`config.mk`:
```
export PLATFORM = sky130hd
export DESIGN_NAME = pc_sequencer_flat
export DESIGN_NICKNAME = d
export VERILOG_FILES = /design/src/rtl/pc_pkg.sv /design/src/rtl/pc_sequencer_if.sv /design/src/rtl/pc_sequencer_ras_stack.sv /design/src/rtl/pc_sequencer.sv /design/src/flat_wrapper.sv
export SDC_FILE = /design/constraint.sdc
export NUM_CORES = 1
export LEC_CHECK = 0
export BUFFER_PORTS_ARGS = -buffer_cell sky130_fd_sc_hd__buf_2
export CORE_ASPECT_RATIO = 2
export CORE_MARGIN = 5
export CORE_UTILIZATION = 40
export CTS_CLUSTER_SIZE = 20
export DETAILED_ROUTE_END_ITERATION = 10
export GPL_TIMING_DRIVEN = 0
export PLACE_DENSITY = 0.69
export REMOVE_ABC_BUFFERS = 1
export SYNTH_ARGS = -nofsm -noshare
export SYNTH_HDL_FRONTEND = slang
export SYNTH_SLANG_ARGS = --single-unit
```
`constraint.sdc`:
```
create_clock -name clk -period 4.6 [get_ports clk]
set_clock_uncertainty 0.05 [all_clocks]
set_input_delay 0 -clock clk [delete_from_list [all_inputs] [get_ports clk]]
set_output_delay 0 -clock clk [all_outputs]
set_load 0.02 [all_outputs]
```
`src/rtl/pc_pkg.sv`:
```
// Shared next-PC encodings and field widths, also used by the control unit.
package pc_pkg;

  localparam int PC_SRC_W = 3;
  localparam int IMM_W    = 32;
  localparam int JADDR_W  = 26;

  typedef enum logic [PC_SRC_W-1:0] {
    PC_SEQ    = 3'b000,
    PC_BRANCH = 3'b001,
    PC_JUMP   = 3'b010,
    PC_JR     = 3'b011,
    PC_CALL   = 3'b100,
    PC_RET    = 3'b101
  } pc_src_e;

  // Register-sourced targets must be word aligned; low bits flag a bad target.
  function automatic logic word_misaligned(input logic [1:0] low);
    return |low;
  endfunction

endpackage

```
`src/rtl/pc_sequencer_if.sv`:
```
// Control/status bundle between the control unit (master) and the PC sequencer (slave).
interface pc_sequencer_if import pc_pkg::*; #(
  parameter int ADDR_W = 32
);
  logic                PCWre;
  logic [PC_SRC_W-1:0] PCSrc;
  logic [IMM_W-1:0]    immediate;
  logic [JADDR_W-1:0]  jaddr;
  logic [ADDR_W-1:0]   rs_data;
  logic [ADDR_W-1:0]   Address;
  logic                ras_empty;
  logic                ras_full;
  logic                ras_err;
  logic                misalign;

  modport master (
    output PCWre, PCSrc, immediate, jaddr, rs_data,
    input  Address, ras_empty, ras_full, ras_err, misalign
  );

  modport slave (
    input  PCWre, PCSrc, immediate, jaddr, rs_data,
    output Address, ras_empty, ras_full, ras_err, misalign
  );
endinterface

```
`src/rtl/pc_sequencer_ras_stack.sv`:
```
// Circular return-address stack: push past full silently drops the oldest entry.
module ras_stack #(
  parameter int DEPTH = 4,
  parameter int W     = 32,
  localparam int PW   = $clog2(DEPTH),
  localparam int CW   = PW + 1
) (
  input  logic          clk,
  input  logic          Reset,
  input  logic          push,
  input  logic          pop,
  input  logic [W-1:0]  push_data,
  output logic [W-1:0]  top,
  output logic [CW-1:0] count
);

  logic [W-1:0]  mem [DEPTH];
  logic [PW-1:0] ptr;
  logic [PW-1:0] wptr;
  logic          full;
  logic          empty;

  // ptr names the top entry; the slot after it is the next write, which is
  // also the oldest entry once the stack is full.
  assign wptr  = ptr + PW'(1);
  assign top   = mem[ptr];
  assign full  = (count == CW'(DEPTH));
  assign empty = (count == '0);

  always_ff @(posedge clk or negedge Reset) begin
    if (!Reset) begin
      ptr   <= '0;
      count <= '0;
    end else if (push) begin
      ptr <= wptr;
      if (!full) count <= count + CW'(1);
    end else if (pop && !empty) begin
      ptr   <= ptr - PW'(1);
      count <= count - CW'(1);
    end
  end

  // Storage carries no reset; a zero count makes stale entries unreachable.
  always_ff @(posedge clk) begin
    if (push && Reset) mem[wptr] <= push_data;
  end

endmodule

```
`src/rtl/pc_sequencer.sv`:
```
// Program-counter sequencer: next-PC select, return-address stack, sticky error flags.
module pc_sequencer import pc_pkg::*; #(
  parameter int              ADDR_W    = 32,
  parameter logic [ADDR_W-1:0] RESET_VEC = '0,
  parameter int              RAS_DEPTH = 4
) (
  input  logic            clk,
  input  logic            Reset,
  pc_sequencer_if.slave   bus
);

  localparam int CW = $clog2(RAS_DEPTH) + 1;

  if (ADDR_W < 28 || ADDR_W > 64) begin : g_bad_addr_w
    $error("pc_sequencer: ADDR_W out of range");
  end
  if (RESET_VEC[1:0] != 2'b00) begin : g_bad_reset_vec
    $error("pc_sequencer: RESET_VEC not word aligned");
  end
  if (RAS_DEPTH < 2 || RAS_DEPTH > 16 || (RAS_DEPTH & (RAS_DEPTH - 1)) != 0) begin : g_bad_depth
    $error("pc_sequencer: RAS_DEPTH must be a power of two in 2..16");
  end

  logic [ADDR_W-1:0] pc;
  logic [ADDR_W-1:0] seq;
  logic [ADDR_W-1:0] off;
  logic [ADDR_W-1:0] br_tgt;
  logic [ADDR_W-1:0] jmp_tgt;
  logic [ADDR_W-1:0] reg_tgt;
  logic [ADDR_W-1:0] ras_top;
  logic [ADDR_W-1:0] nxt;
  logic [CW-1:0]     count;
  logic              empty;
  logic              full;
  logic              push;
  logic              pop;
  logic              set_err;
  logic              set_mis;
  logic              rs_mis;
  logic              err_q;
  logic              mis_q;

  assign seq     = pc + ADDR_W'(4);
  assign off     = ADDR_W'($signed({bus.immediate, 2'b00}));
  assign br_tgt  = seq + off;
  assign reg_tgt = {bus.rs_data[ADDR_W-1:2], 2'b00};
  assign rs_mis  = word_misaligned(bus.rs_data[1:0]);

  if (ADDR_W > 28) begin : g_jmp_hi
    assign jmp_tgt = {seq[ADDR_W-1:28], bus.jaddr, 2'b00};
  end else begin : g_jmp_lo
    assign jmp_tgt = {bus.jaddr, 2'b00};
  end

  assign empty = (count == '0);
  assign full  = (count == CW'(RAS_DEPTH));

  always_comb begin
    nxt     = seq;
    push    = 1'b0;
    pop     = 1'b0;
    set_err = 1'b0;
    set_mis = 1'b0;
    case (bus.PCSrc)
      PC_BRANCH: nxt = br_tgt;
      PC_JUMP:   nxt = jmp_tgt;
      PC_JR: begin
        nxt     = reg_tgt;
        set_mis = rs_mis;
      end
      PC_CALL: begin
        nxt     = jmp_tgt;
        push    = 1'b1;
        set_err = full;
      end
      PC_RET: begin
        // Underflow falls back to the register target, so it is checked like JR.
        if (empty) begin
          nxt     = reg_tgt;
          set_err = 1'b1;
          set_mis = rs_mis;
        end else begin
          nxt = ras_top;
          pop = 1'b1;
        end
      end
      default: nxt = seq;
    endcase
  end

  ras_stack #(
    .DEPTH (RAS_DEPTH),
    .W     (ADDR_W)
  ) u_ras (
    .clk       (clk),
    .Reset     (Reset),
    .push      (push & bus.PCWre),
    .pop       (pop & bus.PCWre),
    .push_data (seq),
    .top       (ras_top),
    .count     (count)
  );

  always_ff @(posedge clk or negedge Reset) begin
    if (!Reset) begin
      pc    <= RESET_VEC;
      err_q <= 1'b0;
      mis_q <= 1'b0;
    end else if (bus.PCWre) begin
      pc <= nxt;
      if (set_err) err_q <= 1'b1;
      if (set_mis) mis_q <= 1'b1;
    end
  end

  assign bus.Address   = pc;
  assign bus.ras_empty = empty;
  assign bus.ras_full  = full;
  assign bus.ras_err   = err_q;
  assign bus.misalign  = mis_q;

endmodule
```
`src/flat_wrapper.sv`:
```
// flat-port wrapper written by rule: the top's interface ports become plain ports
module pc_sequencer_flat import pc_pkg::*;
#(
  parameter int              ADDR_W    = 32,
  parameter logic [ADDR_W-1:0] RESET_VEC = '0,
  parameter int              RAS_DEPTH = 4
)
  (clk, Reset, bus_PCWre, bus_PCSrc, bus_immediate, bus_jaddr, bus_rs_data, bus_Address, bus_ras_empty, bus_ras_full, bus_ras_err, bus_misalign);
  pc_sequencer_if #(.ADDR_W(ADDR_W)) bus_i ();
  input  logic clk;
  input  logic Reset;
  input wire logic [$bits(bus_i.PCWre)-1:0] bus_PCWre;
  input wire logic [$bits(bus_i.PCSrc)-1:0] bus_PCSrc;
  input wire logic [$bits(bus_i.immediate)-1:0] bus_immediate;
  input wire logic [$bits(bus_i.jaddr)-1:0] bus_jaddr;
  input wire logic [$bits(bus_i.rs_data)-1:0] bus_rs_data;
  output wire logic [$bits(bus_i.Address)-1:0] bus_Address;
  output wire logic [$bits(bus_i.ras_empty)-1:0] bus_ras_empty;
  output wire logic [$bits(bus_i.ras_full)-1:0] bus_ras_full;
  output wire logic [$bits(bus_i.ras_err)-1:0] bus_ras_err;
  output wire logic [$bits(bus_i.misalign)-1:0] bus_misalign;
  assign bus_i.PCWre = bus_PCWre;
  assign bus_i.PCSrc = bus_PCSrc;
  assign bus_i.immediate = bus_immediate;
  assign bus_i.jaddr = bus_jaddr;
  assign bus_i.rs_data = bus_rs_data;
  assign bus_Address = bus_i.Address;
  assign bus_ras_empty = bus_i.ras_empty;
  assign bus_ras_full = bus_i.ras_full;
  assign bus_ras_err = bus_i.ras_err;
  assign bus_misalign = bus_i.misalign;
  pc_sequencer #(.ADDR_W(ADDR_W), .RESET_VEC(RESET_VEC), .RAS_DEPTH(RAS_DEPTH)) u_core (.clk(clk), .Reset(Reset), .bus(bus_i));
endmodule
```
==> results summary <==
The run finished with clean final reports. The worst setup margin came out at 0.240 ns. The total global routing track utilization came out at 22.5%. Of the post-synthesis cell area, the part taken by muxes is 7.87%. The global-route wire length before repair came out at 46100 µm. After floorplanning, the core was divided into 80 placement rows. The core box area came out at 23700 µm².

The post-synthesis adder-cell area fraction came out at 5.92%. Setup violations remaining at the end of the flow were counted as 0. The number of pins exceeding their max-slew limit in the final report was 0. The initial antenna violation count came out at 0.

Counting instances in the post-synthesis netlist gives the leading cell types as edfxtp_1, nand2_1, a21oi_1. The floorplan step defined a die boundary enclosing 27300 µm². The clock-pin slew on the worst setup and hold paths came out at 0.07 ns. The quantity of I/O buffers inserted on ports is 129. The via count of the first global-routing pass was 8095.

The number of nets with antenna violations after detailed routing is 0. The final core utilization is 49.3%. The worst setup slack after placement is -0.169 ns.

The number of vias per cell is 6.16. The final route contains 7813 vias. The tree is rooted in a clkbuf_16. The number of detailed-routing iterations run before antenna repair came out at 6. After synthesis, the largest family of logic cells by area is compound AO/OA/AOI/OAI gates. The fraction of layout cells with a size suffix above 1 is 24.2%. TritonCTS built the clock tree.

The maximum count of clock buffers along a single path came out at 2. Of the total synthesized cell area, the portion taken by XOR and XNOR cells is 4.86%. Entering global routing, the biggest net connects 44 pins. Power spread over the standard cell area amounts to 462 nW/µm². The compound-cell area share of the yosys netlist is 17.5%. The final weighted congestion in routability-driven placement came out at 0.900. The type of destination of the critical path is a flop. Summed over its instances, the top area cell type makes up 40.2% of the synthesized netlist area. The biggest area consumer among synthesized cells is edfxtp_1. Max-cap violations in this run came to 0. The detail-routed net length per standard cell came out at 24.0 µm. The number of hold violations in the final report came out at 0.

In the post-synthesis netlist, the biggest area contributors are edfxtp_1, dfrtp_1, mux4_2. CTS saw 167 sinks. The predominant post-synthesis flop cell is edfxtp_1. The number of diodes is 0. For this block, the initial DRC count from the detailed router was 687. The I/O pin count came out at 132. The worst hold slack across all endpoints came out at 0.0200 ns. The fraction of synthesis flops using an asynchronous set or reset pin is 23.4%.

The leakage power figure is 4.54 nW. The slew at the pin closest to its max-slew limit is 1.27 ns. The cell count after synthesis came out at 809. In the routed design, unresolved DRC markers number 0.

The worst setup path is launched from a flop. The count of flip-flops with a built-in enable after synthesis is 128. The most frequent cell after synthesis is edfxtp_1. The top fanout value on the critical path came out at 6. The average cell area after synthesis came out at 11.8 µm². The worst-case vdd ir drop is 0.255 mV. The number of synthesized register bits is 167.

The sequential cell area fraction in the yosys report is 50.5%. The wire length reported by the detailed router came out at 30500 µm. During synthesis, Yosys emitted a total of 0 warnings. The fmax came out at 229 MHz.

The clock tree synthesis step divided the H-tree into 4 levels. Power comes to 5.40 mW. The global route total overflow came out at 0. The filler cell count in the final layout came out at 2070. The worst setup path is of the flop to flop kind. The total clock buffers created by CTS is 17.

The path class of the tightest hold or removal check is primary input to flop. The data arrival time of the critical path is 4.64 ns. The register area is 4820 µm². The remaining max-slew budget at the tightest pin came out at 15.5%. The HPWL after detailed placement came out at 21200 µm. The signed area change from the synthesized netlist to the final layout came out at 22.4%. The height of the die came out at 229 µm. The starting density of the core is 40.3%. The number of nets in the layout came out at 1109. The multi-input gate area in the final layout came out at 4560 µm². The mapped cell area is 9550 µm². Setup repair after global routing left no endpoint under its margin. The synthesized netlist contains 70 unique library cells. The share of the clock period used by the worst path after layout came out at 94.8%. The clock insertion delay at the later pin of the skew report is 0.44 ns.

The horizontal extent of the die is 119 µm. The data required time of the worst path is 4.88 ns. The time the worst path needs with I/O delays and setup is 4.36 ns. The post-synthesis simple-gate area fraction came out at 10.6%.
## critical path: stages, from the launching register on
cell           delay [ns]
dfrtp_1              0.48
ha_1                 0.22
and3_1               0.20
and3_1               0.27
nand3_2              0.22
nor2_1               0.24
xor2_2               0.32
ha_1                 0.37
and4_1               0.23
o21ai_0              0.07
a31o_2               0.16
nand2_1              0.10
o21a_1               0.18
nor3_1               0.23
o311ai_0             0.14
dlygate4sd3_1        0.59
a22o_1               0.17
## placed cells by master, fill, tap and decap left out, types with 22 or more instances in the layout
cell type,netlist,layout
buf_2,8,129
edfxtp_1,128,128
nand2_1,65,65
a21oi_1,60,58
dlygate4sd3_1,0,43
ha_1,42,42
nor2_1,40,39
o21ai_0,39,39
dfrtp_1,39,37
mux4_2,32,32
xnor2_1,34,31
inv_1,24,24
a221oi_1,22,22
## logic make-up (layout without fill, tap and decap cells)
family,after synthesis,in the layout
adders and majority gates,44,44
xor gates and xnor gates,53,53
muxes,35,35
buffers and inverters,68,241
and+or+nand+nor,201,201
DFF,167,167
AOI/OAI and AO/OA,241,241
## report_power, final
group          switching, mW  total [mW]  internal, mW
clock                  0.630        1.39         0.758
combinational           1.10        1.98         0.882
sequential             0.219        2.03          1.81
## area by class of cell
cell class,instances,share of cell area [%]
flip-flops and latches,167,41.2
inverters,25,0.803
clock inverters,14,1.22
well taps,287,3.07
repair buffers,184,11.0
multi-input cells,574,39.0
clock buffers,18,3.67
## through the flow
| stage | cell area, µm² | std cells | setup TNS, ns |
|---|---|---|---|
| floorplan | 9370 | 766 | 0 |
| global placement | 10400 | 1182 | -4.42 |
| detailed placement | 10600 | 1190 | -0.169 |
| CTS | 11600 | 1265 | 0 |
| global route | 11700 | 1269 | 0 |
| finish | 11700 | 1269 | 0 |
## registers in the layout, summed over array words and instances (netlist names)
name / count
u_core.u_ras.count: 3
u_core.u_ras.ptr: 2
u_core.bus.ras_err: 1
u_core.bus.misalign: 1
u_core.bus.Address: 32
u_core.u_ras.mem: 128
## path summary, 6_finish.rpt
path	from	end	slack, ns	cells after the start
worst max-delay path	u_core.bus.Address[3]	u_core.bus.Address[18]	0.24	16
worst min-delay path	bus_immediate[28]	u_core.bus.Address[30]	0.02	4
worst max register to register	u_core.bus.Address[3]	u_core.bus.Address[18]	0.24	16
worst min register to register	u_core.bus.ras_err	u_core.bus.ras_err	0.42	1
max in group asynchronous	Reset	u_core.u_ras.ptr[1]	3.46	2
min in group asynchronous	Reset	u_core.bus.Address[3]	0.25	2
## timing repair
| action | 4_1_cts | 5_1_grt |
|---|---|---|
| resized for setup | 2 | 9 |
| endpoints found under the hold margin | 68 | 0 |
| hold buffers | 43 | 0 |
| pin swaps | 0 | 2 |
| buffers inserted | 0 | 4 |
| endpoints found under the setup margin | 3 | 13 |
## per-layer routing
| metal | vias to the layer above | share of wire (%) | GRT usage (%) |
|---|---|---|---|
| met4 | 0 | 7.0 | 15.7 |
| li1 | 3490 | - | - |
| met5 | - | 0 | 0 |
| met1 | 3845 | 34 | 23.0 |
| met2 | 365 | 53 | 40.4 |
| met3 | 113 | 6.1 | 4.23 |
(Power assumes the default switching activity.)
